### src/rtl/keypad_pkg.sv
// keypad_pkg: key codes, operator encoding and entry states shared by the keypad operand path
package keypad_pkg;
  localparam logic [3:0] KEY_ADD = 4'hA;
  localparam logic [3:0] KEY_SUB = 4'hB;
  localparam logic [3:0] KEY_MUL = 4'hC;
  localparam logic [3:0] KEY_DIV = 4'hD;
  localparam logic [3:0] KEY_CLR = 4'hE;
  localparam logic [3:0] KEY_EQ  = 4'hF;
  localparam logic [1:0] OP_ADD = 2'd0;
  localparam logic [1:0] OP_SUB = 2'd1;
  localparam logic [1:0] OP_DIV = 2'd2;
  localparam logic [1:0] OP_MUL = 2'd3;
  typedef enum logic [1:0] {ENTER_A, ENTER_B, REQ} state_t;
  function automatic logic [1:0] key_to_op(input logic [3:0] k);
    return k == KEY_ADD ? OP_ADD : k == KEY_SUB ? OP_SUB : k == KEY_MUL ? OP_MUL : OP_DIV;
  endfunction
endpackage

### src/rtl/keypad_operand_entry_dec_accumulate.sv
// dec_accumulate: entry*10+digit using shift-add, flagging results above MAX_VALUE
module dec_accumulate #(
  parameter int WIDTH     = 8,
  parameter int MAX_VALUE = 255
) (
  input  logic [WIDTH-1:0] entry,
  input  logic [3:0]       digit,
  output logic [WIDTH-1:0] next,
  output logic             reject
);
  logic [WIDTH+3:0] wide;
  assign wide   = ({4'b0, entry} << 3) + ({4'b0, entry} << 1) + {{WIDTH{1'b0}}, digit};
  assign next   = wide[WIDTH-1:0];
  assign reject = wide > (WIDTH+4)'(MAX_VALUE);
endmodule

### src/rtl/keypad_operand_entry.sv
// keypad_operand_entry: keypad strobes to decimal operands + operator, handed off by req/ack
// Define KEYPAD_BACKSPACE_EN to make 0xE a backspace while digits are present.
module keypad_operand_entry
  import keypad_pkg::*;
#(
  parameter int WIDTH      = 8,
  parameter int MAX_VALUE  = 255,
  parameter int MAX_DIGITS = 3
) (
  input  logic             clk,
  input  logic             reset_n,
  input  logic             key_valid,
  input  logic [3:0]       key_code,
  input  logic             ack,
  output logic             req,
  output logic [WIDTH-1:0] operand_a,
  output logic [WIDTH-1:0] operand_b,
  output logic [1:0]       op,
  output logic [WIDTH-1:0] entry,
  output logic             overflow
);
  localparam int CW = $clog2(MAX_DIGITS + 1);
  state_t state, state_d;
  logic [CW-1:0] cnt, cnt_d;
  logic [WIDTH-1:0] a_d, b_d, entry_d, acc_next, bs_entry;
  logic [1:0] op_d;
  logic req_d, ovf_d, reject, bs, is_digit, is_op;
  dec_accumulate #(.WIDTH(WIDTH), .MAX_VALUE(MAX_VALUE)) u_acc (
    .entry(entry), .digit(key_code), .next(acc_next), .reject(reject)
  );
`ifdef KEYPAD_BACKSPACE_EN
  assign bs       = cnt != '0;
  assign bs_entry = entry / WIDTH'(10);
`else
  assign bs       = 1'b0;
  assign bs_entry = entry;
`endif
  assign is_digit = key_code <= 4'd9;
  assign is_op    = key_code inside {KEY_ADD, KEY_SUB, KEY_MUL, KEY_DIV};
  always_comb begin
    state_d = state;
    req_d   = req;
    a_d     = operand_a;
    b_d     = operand_b;
    op_d    = op;
    entry_d = entry;
    ovf_d   = overflow;
    cnt_d   = cnt;
    if (state == REQ) begin
      if (ack) begin
        req_d   = 1'b0;
        entry_d = '0;
        cnt_d   = '0;
        ovf_d   = 1'b0;
        state_d = ENTER_A;
      end
    end else if (key_valid) begin
      if (is_digit) begin
        if (!reject && cnt < CW'(MAX_DIGITS)) begin
          entry_d = acc_next;
          cnt_d   = cnt + 1'b1;
        end else
          ovf_d = 1'b1;
      end else if (is_op) begin
        if (state == ENTER_A) begin
          a_d     = entry;
          op_d    = key_to_op(key_code);
          entry_d = '0;
          cnt_d   = '0;
          state_d = ENTER_B;
        end else if (cnt == '0)
          op_d = key_to_op(key_code);
      end else if (key_code == KEY_EQ) begin
        if (state == ENTER_B) begin
          b_d     = entry;
          req_d   = 1'b1;
          state_d = REQ;
        end
      end else if (bs) begin
        entry_d = bs_entry;
        cnt_d   = cnt - 1'b1;
      end else begin
        state_d = ENTER_A;
        a_d     = '0;
        b_d     = '0;
        op_d    = OP_ADD;
        entry_d = '0;
        ovf_d   = 1'b0;
        cnt_d   = '0;
      end
    end
  end
  always_ff @(posedge clk or negedge reset_n) begin
    if (!reset_n) begin
      state     <= ENTER_A;
      req       <= 1'b0;
      operand_a <= '0;
      operand_b <= '0;
      op        <= OP_ADD;
      entry     <= '0;
      overflow  <= 1'b0;
      cnt       <= '0;
    end else begin
      state     <= state_d;
      req       <= req_d;
      operand_a <= a_d;
      operand_b <= b_d;
      op        <= op_d;
      entry     <= entry_d;
      overflow  <= ovf_d;
      cnt       <= cnt_d;
    end
  end
endmodule

### config.mk
export PLATFORM = sky130hd
export DESIGN_NAME = keypad_operand_entry
export DESIGN_NICKNAME = d
export VERILOG_FILES = /design/src/rtl/keypad_pkg.sv /design/src/rtl/keypad_operand_entry_dec_accumulate.sv /design/src/rtl/keypad_operand_entry.sv
export SDC_FILE = /design/constraint.sdc
export NUM_CORES = 1
export LEC_CHECK = 0
export BUFFER_PORTS_ARGS = -buffer_cell sky130_fd_sc_hd__buf_2
export CAP_MARGIN = 20
export CORE_MARGIN = 3
export CORE_UTILIZATION = 55
export DETAILED_ROUTE_END_ITERATION = 12
export PLACE_DENSITY = 0.79
export SYNTH_ARGS = -nofsm -noshare
export SYNTH_HDL_FRONTEND = slang
export SYNTH_SLANG_ARGS = --single-unit
### constraint.sdc
create_clock -name clk -period 5.2 [get_ports clk]
set_input_delay 0.52 -clock clk [delete_from_list [all_inputs] [get_ports clk]]
set_output_delay 0.52 -clock clk [all_outputs]
set_load 0.005 [all_outputs]
---- Word level (Yosys, flattened, before mapping) ----
Cells that the tools add are included.
word-level totals
  logic and storage cells ................. 100
  input port bits ......................... 8
  output and inout bits ................... 28
  register bits after elaboration ......... 32
cells by class
  reductions and logical operators ........ 15
  eq/ne operators ......................... 22
  bitwise logic cells ..................... 3
  magnitude comparators ................... 3
  add/subtract/negate cells ............... 3
  mux-type cells .......................... 46
operators by type and width
  operator                                                        count
  two-way mux 8 bit                                               12
  two-way mux 2 bit                                               20
  AND reduction 5 bit                                             6
  == test 4 bit, second input constant                            5
  two-way mux 1 bit                                               14
  adder 11 x 9 -> 12 bit                                          1
  adder 12 x 4 -> 12 bit                                          1
  greater-than comparator 12 x 8 -> 1 bit, second input constant  1
  != test 3 x 1 -> 1 bit, second input constant                   3
  != test 2 x 1 -> 1 bit, second input constant                   4
  != test 3 bit, second input constant                            2
  AND reduction 6 bit                                             1
  nonzero test 2 bit                                              3
  less-or-equal comparator 4 bit, second input constant           1
  logical NOT 2 bit                                               2
  != test 2 bit, second input constant                            2
  != test 4 x 2 -> 1 bit, second input constant                   1
  != test 4 x 3 -> 1 bit, second input constant                   1
  != test 4 bit, second input constant                            1
  nonzero test 4 bit                                              1
  != test 3 x 2 -> 1 bit, second input constant                   1
  NOT 1 bit                                                       3
  adder 2 x 1 -> 2 bit, second input constant                     1
  == test 2 x 1 -> 1 bit, second input constant                   1
  4 further kinds                                                 4

---- Depth between registers and ports, before layout ----
Gate-level depths: netlist (run 1).
  depth after elaboration ................. 9
  mapped depth ............................ 12
  mapped depth without buffers ............ 10

---- Hierarchy ----
Synthesis (run 1) repeated with hierarchy kept, for this count alone.
second synthesis, totals
  cells, all modules ...................... 184
  area, all modules ....................... 2034.5 um2
by module, submodules not included
  module                area each (um2)  seq. area each (um2)  cells each  instances
  keypad_operand_entry  1512.7           800.8                 121         1
  dec_accumulate        521.8            0.0                   63          1

---- Worst setup path after synthesis (run 1) ----
OpenSTA, ideal clock, no wires.
  path kind ............................... input port to flip-flop
  start point ............................. in key_code[3]
  end point ............................... reg cnt[0]
  slack ................................... 1.987 ns
  required time ........................... 5.135 ns
  arrival time ............................ 3.149 ns
  stages on the path ...................... 11
  setup time .............................. 0.065 ns
  cell sequence ........................... clkbuf_1 > inv_1 > fa_1 > fa_1 > nor2b_2 > o2111ai_1 > and3_2 > a2111oi_4 > and4_1 > buf_6 > mux2_4
between the ends
  word-level cells in the longest chain between the ends .. 6
  elaborated cells between the ends (all ways) .. 19
RTL lines
  item                                                                           RTL line                                                               source
  start: declaration                                                             keypad_operand_entry.sv:13                                             input logic [3:0] key_code,
  adder 12 x 4 -> 12 bit or == test 4 bit (tied branches)                        keypad_operand_entry_dec_accumulate.sv:12, keypad_operand_entry.sv:39
  greater-than comparator 12 x 8 -> 1 bit or nonzero test 4 bit (tied branches)  keypad_operand_entry_dec_accumulate.sv:14, keypad_operand_entry.sv:39
  logical NOT 1 bit or two-way mux 2 bit (tied branches)                         keypad_operand_entry.sv:59, keypad_operand_entry.sv:64
  logical AND 1 bit or two-way mux 2 bit (tied branches)                         keypad_operand_entry.sv:59, keypad_operand_entry.sv:58
  != test 3 x 1 -> 1 bit (no source line) or two-way mux 2 bit (tied branches)   -
  AND reduction 5 bit (no source line) or two-way mux 2 bit (tied branches)      -
  end signal: assignment                                                         keypad_operand_entry.sv:111                                            cnt <= cnt_d;
  end: declaration                                                               keypad_operand_entry.sv:24                                             logic [CW-1:0] cnt, cnt_d;
Several ways; a longest one is shown, not always the timed one. The select of a mux whose other input is x is not followed.
A chain may end at the register's enable or synchronous reset.

---- Final worst setup path (run 1) ----
  start point ............................. reg entry[0]
  end point ............................... reg cnt[0]
between the ends
  word-level cells in the longest chain between the ends .. 7
RTL lines
  item                                     RTL line                                   source
  start: declaration                       keypad_operand_entry.sv:19                 output logic [WIDTH-1:0] entry,
  start signal: assignment                 keypad_operand_entry.sv:109                entry <= entry_d;
  adder 11 x 9 -> 12 bit                   keypad_operand_entry_dec_accumulate.sv:12  assign wide = ({4'b0, entry} << 3) + ({4'b0, entry} << 1) + {{WIDTH{1'b0}}, digit};
  adder 12 x 4 -> 12 bit                   keypad_operand_entry_dec_accumulate.sv:12
  greater-than comparator 12 x 8 -> 1 bit  keypad_operand_entry_dec_accumulate.sv:14  assign reject = wide > (WIDTH+4)'(MAX_VALUE);
  logical NOT 1 bit                        keypad_operand_entry.sv:59                 if (!reject && cnt < CW'(MAX_DIGITS)) begin
  logical AND 1 bit                        keypad_operand_entry.sv:59
  != test 3 x 1 -> 1 bit (no source line)  -
  AND reduction 5 bit (no source line)     -
Every way passes these cells.

==> qor.yml, run 1 <==
status:
  status: "complete, no violations"
synthesis:
  synth_top_area_share: 0.396
  synth_area_per_cell_sq_um: 9.62
  postSynthCellCount: 210
  yosysTopAreaCell: "dfrtp_1"
  synth-edff-count: 0
  synthArstFlopShare: 1.00
  synth_cell_types: 47
  synth_flop_cell: "dfrtp_1"
  synth_warnings: 0
  syn_area_sq_um: 2020
  ys_seq_elements: 32
  seq_area_frac_synth: 0.396
  yosys-top-cells-area: "dfrtp_1, ha_1, o21ai_0"
  mappedNetlistNets: 240
placement:
  place_hpwl_mm: 3.26
  gp_congestion: 0.829
  place_ws_ns: 1.81
  port_buffers: 35
  dp_cells: 282
grt:
  grt_overflow: 0
  antenna_found_initial: 0
  grt_start_max_net_pins: 33
  grt_pass1_wl_mm: 7.32
  grt_pass1_vias: 1485
  grt_use_total: 0.220
power_and_ir_drop:
  pwr-share-clk: 0.190
  intPower_uw: 734
  power_density_nw_per_um2: 529
  power_leakage_nw: 1.16
  finalPower_mw: 1.22
  pwr-share-seq: 0.323
  peakVddDrop_mv: 0.266
  comb_power_share: 0.487
  power.switching_uw: 489
  switching_share: 0.399
layout:
  utilization: 0.672
  fin_nets: 273
  antenna_cells: 0
  stdcell_count: 290
  final_common_cell: "buf_2"
  final_cell_mix: "buf_2, dfrtp_1, nand2_1"
  drive_above_1_share: 0.209
  area_delta_synth_final_pct: 14.5
  nFillCells: 273
die:
  die-area_sq_um: 4440
  pin_count: 36
  rows: 21
  fp.dieH_um: 66.6
  core-area_sq_um: 3440
  dieWidth_um: 66.6
  start_util: 0.587
sta:
  tns_ns: 0
  timing.final.ws_setup_ns: 2.07
  fin_crit_ns: 3.13
  worst_clock_skew_ns: 0.00668
  hold_violations: 0
  fmax_ghz: 0.319
  relSlewSlack: 0.345
  setup_viol_count_final: 0
  final_max_slew_viol_count: 0
  tightestPinTransition_ns: 0.980
  rsz0062_at_grt: "false"
  fin_crit_sh: 0.603
worst_setup_path:
  slowest_delay_ns: 0.53
  crit_fanout: 9
  crit_buf_inv: 1
  crit_arrival_ns: 3.36
  worstPathCellList: "inv_1 > fa_1 > fa_1 > nor2b_2 > o2111ai_1 > and3_2 > a2111oi_4 > and4_1 > mux2_4"
  end_kind: "flop"
  critical_path.top_delay_family: "adder cells"
  critPathKind: "reg -> reg"
  critPathRequiredTime_ns: 5.43
  cp_common_cell: "fa_1"
  worstSetupStartpointType: "flop"
  crit_slowest_cell: "fa_1"
routing:
  antenna_left: 0
  vias_per_cell: 5.62
  post-route-drc-count: 0
  wl_mm: 4.42
  dr.pass1.iters: 4
  num_vias: 1631
  post_drt_wl_per_cell_um: 15.2
  dr.first_iter.drc_count: 114
worst_hold_path:
  min_path_type: "in -> async"
job:
  maxCapViolCount: 0
cts:
  ctsHtreeMaxLevel: 2
  cts_tree: "built"
  cts.clk_slew.worst_paths_ns: 0.07
  cts-root-buf: "clkbuf_8"
  clock-sinks: 32
  post_cts_resized: 0
  numCtsBuffers: 5
  ctsHoldBuffers: 0
  clockBufferDepth: 2
  worstSkewPairLatency_ns: 0.28
  cts_setup_buffers: 0
## sequential cells by signal, summed over array words and instances, names as in the netlist
name and flops:
entry 8, operand_a 8, operand_b 8, cnt 2, op 2, state 2, overflow 1, req 1
## cells in the mapped netlist (4+ instances only)
| cell | number |
|---|---|
| a21oi_1 | 6 |
| a22o_1 | 9 |
| buf_2 | 5 |
| dfrtp_1 | 32 |
| ha_1 | 20 |
| inv_1 | 21 |
| nand2_1 | 23 |
| nand3_1 | 10 |
| nor2_1 | 8 |
| o21ai_0 | 19 |
| o31ai_1 | 4 |
| xnor2_1 | 4 |
## stage by stage
stage                     hold WS (ns)  cell area [sq um]
after floorplan                  0.224               2020
after global placement           0.456               2210
after detailed placement         0.465               2210
after CTS                        0.290               2310
after global routing             0.319               2310
final                            0.274               2310
## layout make-up
class,instances,area (sq um),share of cell area
flip-flops and latches,32,801,0.346
well taps,46,57.6,0.0249
inverters,21,78.8,0.0341
clock inverters,2,35.0,0.0151
clock buffers,6,72.6,0.0314
multi-input cells,148,1090,0.473
repair buffers,35,175,0.0757
## worst paths after layout
| kind | start | cells after the start | to | slack (ns) |
|---|---|---|---|---|
| min in group clk | ack | 2 | req | 0.45 |
| min reg2reg | operand_b[1] | 2 | operand_b[1] | 0.48 |
| min | reset_n | 1 | operand_a[5] | 0.27 |
| max in group asynchronous | reset_n | 1 | state[0] | 4.47 |
| max | entry[0] | 9 | cnt[0] | 2.07 |
| max reg2reg | entry[0] | 9 | cnt[0] | 2.07 |
## per-layer routing
layer,global-route usage,vias up,part of all wire
li1,-,813,-
met1,0.284,778,0.46
met2,0.365,36,0.49
met3,0.0438,4,0.039
met4,0.0736,0,0.010
met5,0,-,0
## power by group through the flow
stage	Sequential, mW	Clock (mW)	Combinational [mW]
floorplan	0.377	0	0.460
global placement	0.397	0	0.584
detailed placement	0.399	0	0.590
CTS	0.394	0.234	0.599
global route	0.405	0.246	0.670
finish	0.395	0.232	0.596
## cells by family (layout without fill, tap and decap cells)
family,after synthesis,after routing,synth area share
DFF,32,32,0.396
xor gates and xnor gates,6,6,0.0260
muxes,1,1,0.00743
AOI/OAI and AO/OA,62,62,0.225
buffers and inverters,30,64,0.0625
and+or+nand+nor,57,57,0.139
adders and majority gates,22,22,0.144
No activity file was read; power rests on OpenSTA's default activity.
==> run 2, diff against run 1 <==
==> constraint.sdc (replaced) <==
create_clock -name clk -period 2.95 [get_ports clk]
set_input_delay 0.295 -clock clk [delete_from_list [all_inputs] [get_ports clk]]
set_output_delay 0.295 -clock clk [all_outputs]
set_load 0.005 [all_outputs]
==> qor.yml, run 2 (synthesis results as in run 1) <==
status:
  status: "complete, no violations"
routing:
  wl_mm: 4.69
  vias_per_cell: 5.66
  post-route-drc-count: 0
  dr.first_iter.drc_count: 160
  num_vias: 1739
  antenna_left: 0
  post_drt_wl_per_cell_um: 15.3
  dr.pass1.iters: 4
layout:
  area_delta_synth_final_pct: 22.4
  regArea_sq_um: 801
  multi_input_area_sq_um: 1110
  final_common_cell: "buf_2"
  final_cell_mix: "buf_2, dfrtp_1, nand2_1"
  top_regs: "entry: 8 flops, operand_a: 8 flops, operand_b: 8 flops"
  fin_nets: 290
  drive_above_1_share: 0.280
  antenna_cells: 0
  stdcell_count: 307
  final_area_sq_um: 2470
  nFillCells: 270
cts:
  cts_tree: "built"
  cts.clk_slew.worst_paths_ns: 0.07
  clockBufferDepth: 2
  cts-root-buf: "clkbuf_8"
  numCtsBuffers: 5
  ctsHoldBuffers: 0
  clock-sinks: 32
  ctsHtreeMaxLevel: 2
  worstSkewPairLatency_ns: 0.28
worst_setup_path:
  critPathRequiredTime_ns: 3.18
  reg2reg_to: "cnt[0]"
  r2r_slack_ns: 0.09
  worstSetupStartpointType: "flop"
  cp-startpoint: "entry[2]"
  critPathKind: "reg -> reg"
  crit_fanout: 9
  r2r_start: "entry[2]"
  crit_end: "cnt[0]"
  crit_arrival_ns: 3.09
  end_kind: "flop"
  reg2reg_depth: 10
sta:
  relSlewSlack: 0.538
  tightestPinTransition_ns: 0.693
  fmax_ghz: 0.350
  setup_viol_count_final: 0
  timing.final.ws_setup_ns: 0.0898
  worst_clock_skew_ns: 0.00384
  fin_crit_ns: 2.86
  hold_violations: 0
  final_max_slew_viol_count: 0
  fin_crit_sh: 0.970
worst_hold_path:
  min_path_type: "in -> async"
die:
  fp.dieH_um: 66.6
  die-area_sq_um: 4440
  rows: 21
  core-area_sq_um: 3440
  pin_count: 36
  dieWidth_um: 66.6
  start_util: 0.587
placement:
  place_hpwl_mm: 3.52
  dp_cells: 298
  gp_congestion: 0.816
  placed_cell_area_sq_um: 2330
  place_ws_ns: -0.0185
  port_buffers: 35
job:
  maxCapViolCount: 0
power_and_ir_drop:
  peakVddDrop_mv: 0.563
  power_density_nw_per_um2: 976
  power_leakage_nw: 1.25
  finalPower_mw: 2.41
grt:
  grt_use_total: 0.224
  antenna_found_initial: 0
  grt_pass1_vias: 1606
  grt_overflow: 0
  grt_pass1_wl_mm: 7.49
  grt_start_max_net_pins: 33
==> run 2: cell types whose count changed in the layout (fill, tap and decap cells not counted) <==
cell / before / now
and4_1: 1 / 0
clkbuf_8: 5 / 7
and4_2: 0 / 1
o2111ai_2: 0 / 1
o2111ai_1: 1 / 0
fa_1: 2 / 0
fa_2: 0 / 2
clkbuf_1: 1 / 0
buf_4: 0 / 17
clkinv_2: 1 / 0
==> run 2: worst min-delay path by stage <==
stage            start      endpoint  slack [ns]
2_1_floorplan  reset_n        cnt[0]     -0.0006
3_3_place_gp   reset_n  operand_a[5]        0.38
3_5_place_dp   reset_n  operand_a[3]        0.38
4_1_cts        reset_n  operand_a[3]        0.07
5_1_grt        reset_n  operand_a[3]        0.10
6_report       reset_n  operand_a[5]        0.05
==> run 2: critical path, cell delays in order (launching register included) <==
cell and delay (ns):
dfrtp_1 0.34, inv_1 0.08, fa_2 0.57, inv_1 0.05
ha_1 0.29, a211oi_2 0.22, nor3_1 0.11, buf_4 0.15
nor4_1 0.39, and4_2 0.42, mux2_4 0.18
==> run 2: through the flow <==
step / utilization / TNS [ns] / hold WS (ns)
finish: 0.718 / 0 / 0.0501
floorplan: - / 0 / -0.000591
detailed placement: 0.676 / -0.0185 / 0.381
global route: 0.718 / -0.0402 / 0.105
global placement: 0.676 / 0 / 0.375
CTS: 0.712 / 0 / 0.0655
==> run 2: final cells by class <==
class,instances,area share
multi-input cells,148,0.447
clock inverters,1,0.0121
clock buffers,7,0.0390
well taps,46,0.0233
inverters,21,0.0319
repair buffers,52,0.122
flip-flops and latches,32,0.324
==> run 2: per-layer routing <==
metal  global-route usage  up-vias  share of wire
li1                     -      844              -
met1                0.303      826           0.45
met2                0.351       59           0.48
met3               0.0354       10          0.053
met4               0.0990        0          0.024
met5                    0        -              0
==> run 2: timing repair <==
action                                  in CTS  in global routing
buffers inserted                             0                  1
endpoints found under the setup margin       0                  9
resized for setup                            0                  4
==> run 2: power by group <==
part | switching, mW | leakage [nW] | internal (mW)
Combinational | 0.697 | 0.754 | 0.632
Clock | 0.158 | 0.0645 | 0.298
Sequential | 0.0776 | 0.432 | 0.550
==> run 3, diff against run 2 <==
--- a/config.mk
+++ b/config.mk
@@ -8,9 +8,9 @@
 export BUFFER_PORTS_ARGS = -buffer_cell sky130_fd_sc_hd__buf_2
 export CAP_MARGIN = 20
 export CORE_MARGIN = 3
-export CORE_UTILIZATION = 55
+export CORE_UTILIZATION = 40
 export DETAILED_ROUTE_END_ITERATION = 12
-export PLACE_DENSITY = 0.79
+export SKIP_LAST_GASP = 1
 export SYNTH_ARGS = -nofsm -noshare
 export SYNTH_HDL_FRONTEND = slang
 export SYNTH_SLANG_ARGS = --single-unit
==> qor.yml, run 3 (synthesis results as in run 1) <==
worst_setup_path:
  crit_slowest_cell: "fa_2"
  r2r_start: "entry[0]"
  cp-startpoint: "entry[0]"
  crit_fanout: 5
  reg2reg_to: "cnt[0]"
  cp_common_cell: "fa_2"
  critical_path.top_delay_family: "adder cells"
  crit_end: "cnt[0]"
  worstPathCellList: "inv_2 > fa_2 > fa_2 > nor2b_4 > o2111ai_4 > and3_4 > a2111oi_4 > buf_4 > o211ai_4 > mux2_4"
  crit_buf_inv: 2
  reg2reg_depth: 10
  slowest_delay_ns: 0.46
  r2r_slack_ns: 0.07
  critPathRequiredTime_ns: 3.12
  critPathKind: "reg -> reg"
  end_kind: "flop"
  worst-path-stages: 10
  worstSetupStartpointType: "flop"
  crit_arrival_ns: 3.05
die:
  rows: 25
  die-area_sq_um: 5940
  start_util: 0.419
  core-area_sq_um: 4820
  pin_count: 36
  fp.dieH_um: 77.1
  dieWidth_um: 77.1
grt:
  antenna_found_initial: 0
  grt_overflow: 0
  grt_start_max_net_pins: 33
  grt_pass1_wl_mm: 8.18
  grt_pass1_vias: 1687
  grt_use_total: 0.174
layout:
  top_regs: "entry: 8 flops, operand_a: 8 flops, operand_b: 8 flops"
  nFillCells: 459
  antenna_cells: 0
  drive_above_1_share: 0.313
  multi_input_area_sq_um: 1160
  regArea_sq_um: 801
  final_common_cell: "buf_2"
  fin_nets: 297
  final_cell_mix: "buf_2, dfrtp_1, nand2_1"
  area_delta_synth_final_pct: 28.1
placement:
  place_hpwl_mm: 3.65
  port_buffers: 35
  gp_congestion: 0.784
cts:
  numCtsBuffers: 5
  ctsHtreeMaxLevel: 2
  worstSkewPairLatency_ns: 0.29
  cts-root-buf: "clkbuf_8"
  cts_tree: "built"
  clock-sinks: 32
  clockBufferDepth: 2
  ctsHoldBuffers: 0
  cts.clk_slew.worst_paths_ns: 0.07
sta:
  hold_violations: 0
  tns_ns: 0
  tightestPinTransition_ns: 0.729
  fmax_ghz: 0.347
  relSlewSlack: 0.514
  setup_viol_count_final: 0
  fin_crit_ns: 2.88
  fin_crit_sh: 0.978
  worst_clock_skew_ns: 0.00550
  whs_ns: 0.0604
  final_max_slew_viol_count: 0
routing:
  post_drt_wl_per_cell_um: 14.8
  dr.first_iter.drc_count: 103
  wl_met1_mm: 2.31
  vias_per_cell: 5.24
  post-route-drc-count: 0
  dr.pass1.iters: 4
  highest_layer: "met4"
  wl_mm: 4.96
  wl_met2_mm: 2.41
  antenna_left: 0
  wl_met3_um: 175
  num_vias: 1756
job:
  maxCapViolCount: 0
power_and_ir_drop:
  peakVddDrop_mv: 0.405
  power_density_nw_per_um2: 971
  finalPower_mw: 2.51
  power_leakage_nw: 1.28
worst_hold_path:
  min_path_type: "in -> async"
status:
  status: "complete, no violations"
## run 3: cell types whose count changed in the layout (fill, tap and decap cells not counted), sizes merged
cell / before / now
clkinv: 0 / 1
clkinvlp: 0 / 1
buf: 52 / 58
o211ai: 3 / 4
clkbuf: 7 / 5
## run 3: worst reg2reg max path: stages, from the launching register on
cell,delay (ns)
dfrtp_1,0.41
inv_2,0.09
fa_2,0.46
fa_2,0.39
nor2b_4,0.15
o2111ai_4,0.13
and3_4,0.19
a2111oi_4,0.37
buf_4,0.20
o211ai_4,0.10
mux2_4,0.29
## run 3: what timing repair did
action                                  CTS  global route
endpoints found under the hold margin     0             0
setup buffers                             0             5
gates resized for setup                   0            14
pin swaps                                 1            11
endpoints found under the setup margin    1             9
cloned                                    0             1
## run 3: how the worst min path moves through the flow
stage	slack [ns]	end	depth (start not counted)
2_1_floorplan	-0.0006	cnt[0]	0
3_3_place_gp	0.39	operand_a[1]	1
3_5_place_dp	0.39	operand_a[3]	1
4_1_cts	0.08	op[0]	1
5_1_grt	0.12	operand_a[5]	1
6_report	0.06	operand_a[4]	1
## run 3: cell type report
cell class,instances,area share
multi-input combinational,149,0.449
sequential,32,0.309
timing repair buffer,58,0.136
tap,67,0.0324
inverter,21,0.0304
clock buffer,5,0.0266
clock inverter,3,0.0164
## run 3: metrics by stage
step	cells	util	instance area, sq um	setup slack (ns)
final	335	0.537	2590	0.0661
after global routing	335	0.537	2590	-0.0420
after CTS	329	0.515	2480	0.000403
after detailed placement	321	0.491	2370	-0.0465
after global placement	321	0.491	2370	0.0263
after floorplan	210	-	2020	0.0601
## run 3: power by group
part | total, mW | internal [mW] | switching, mW
registers | 0.644 | 0.550 | 0.0947
clock network | 0.418 | 0.250 | 0.169
logic | 1.45 | 0.715 | 0.735
## run 3: metal layers
metal,vias up,GRT usage
met3,7,0.0293
met2,40,0.291
li1,870,-
met4,0,0.0676
met5,-,0
met1,839,0.223
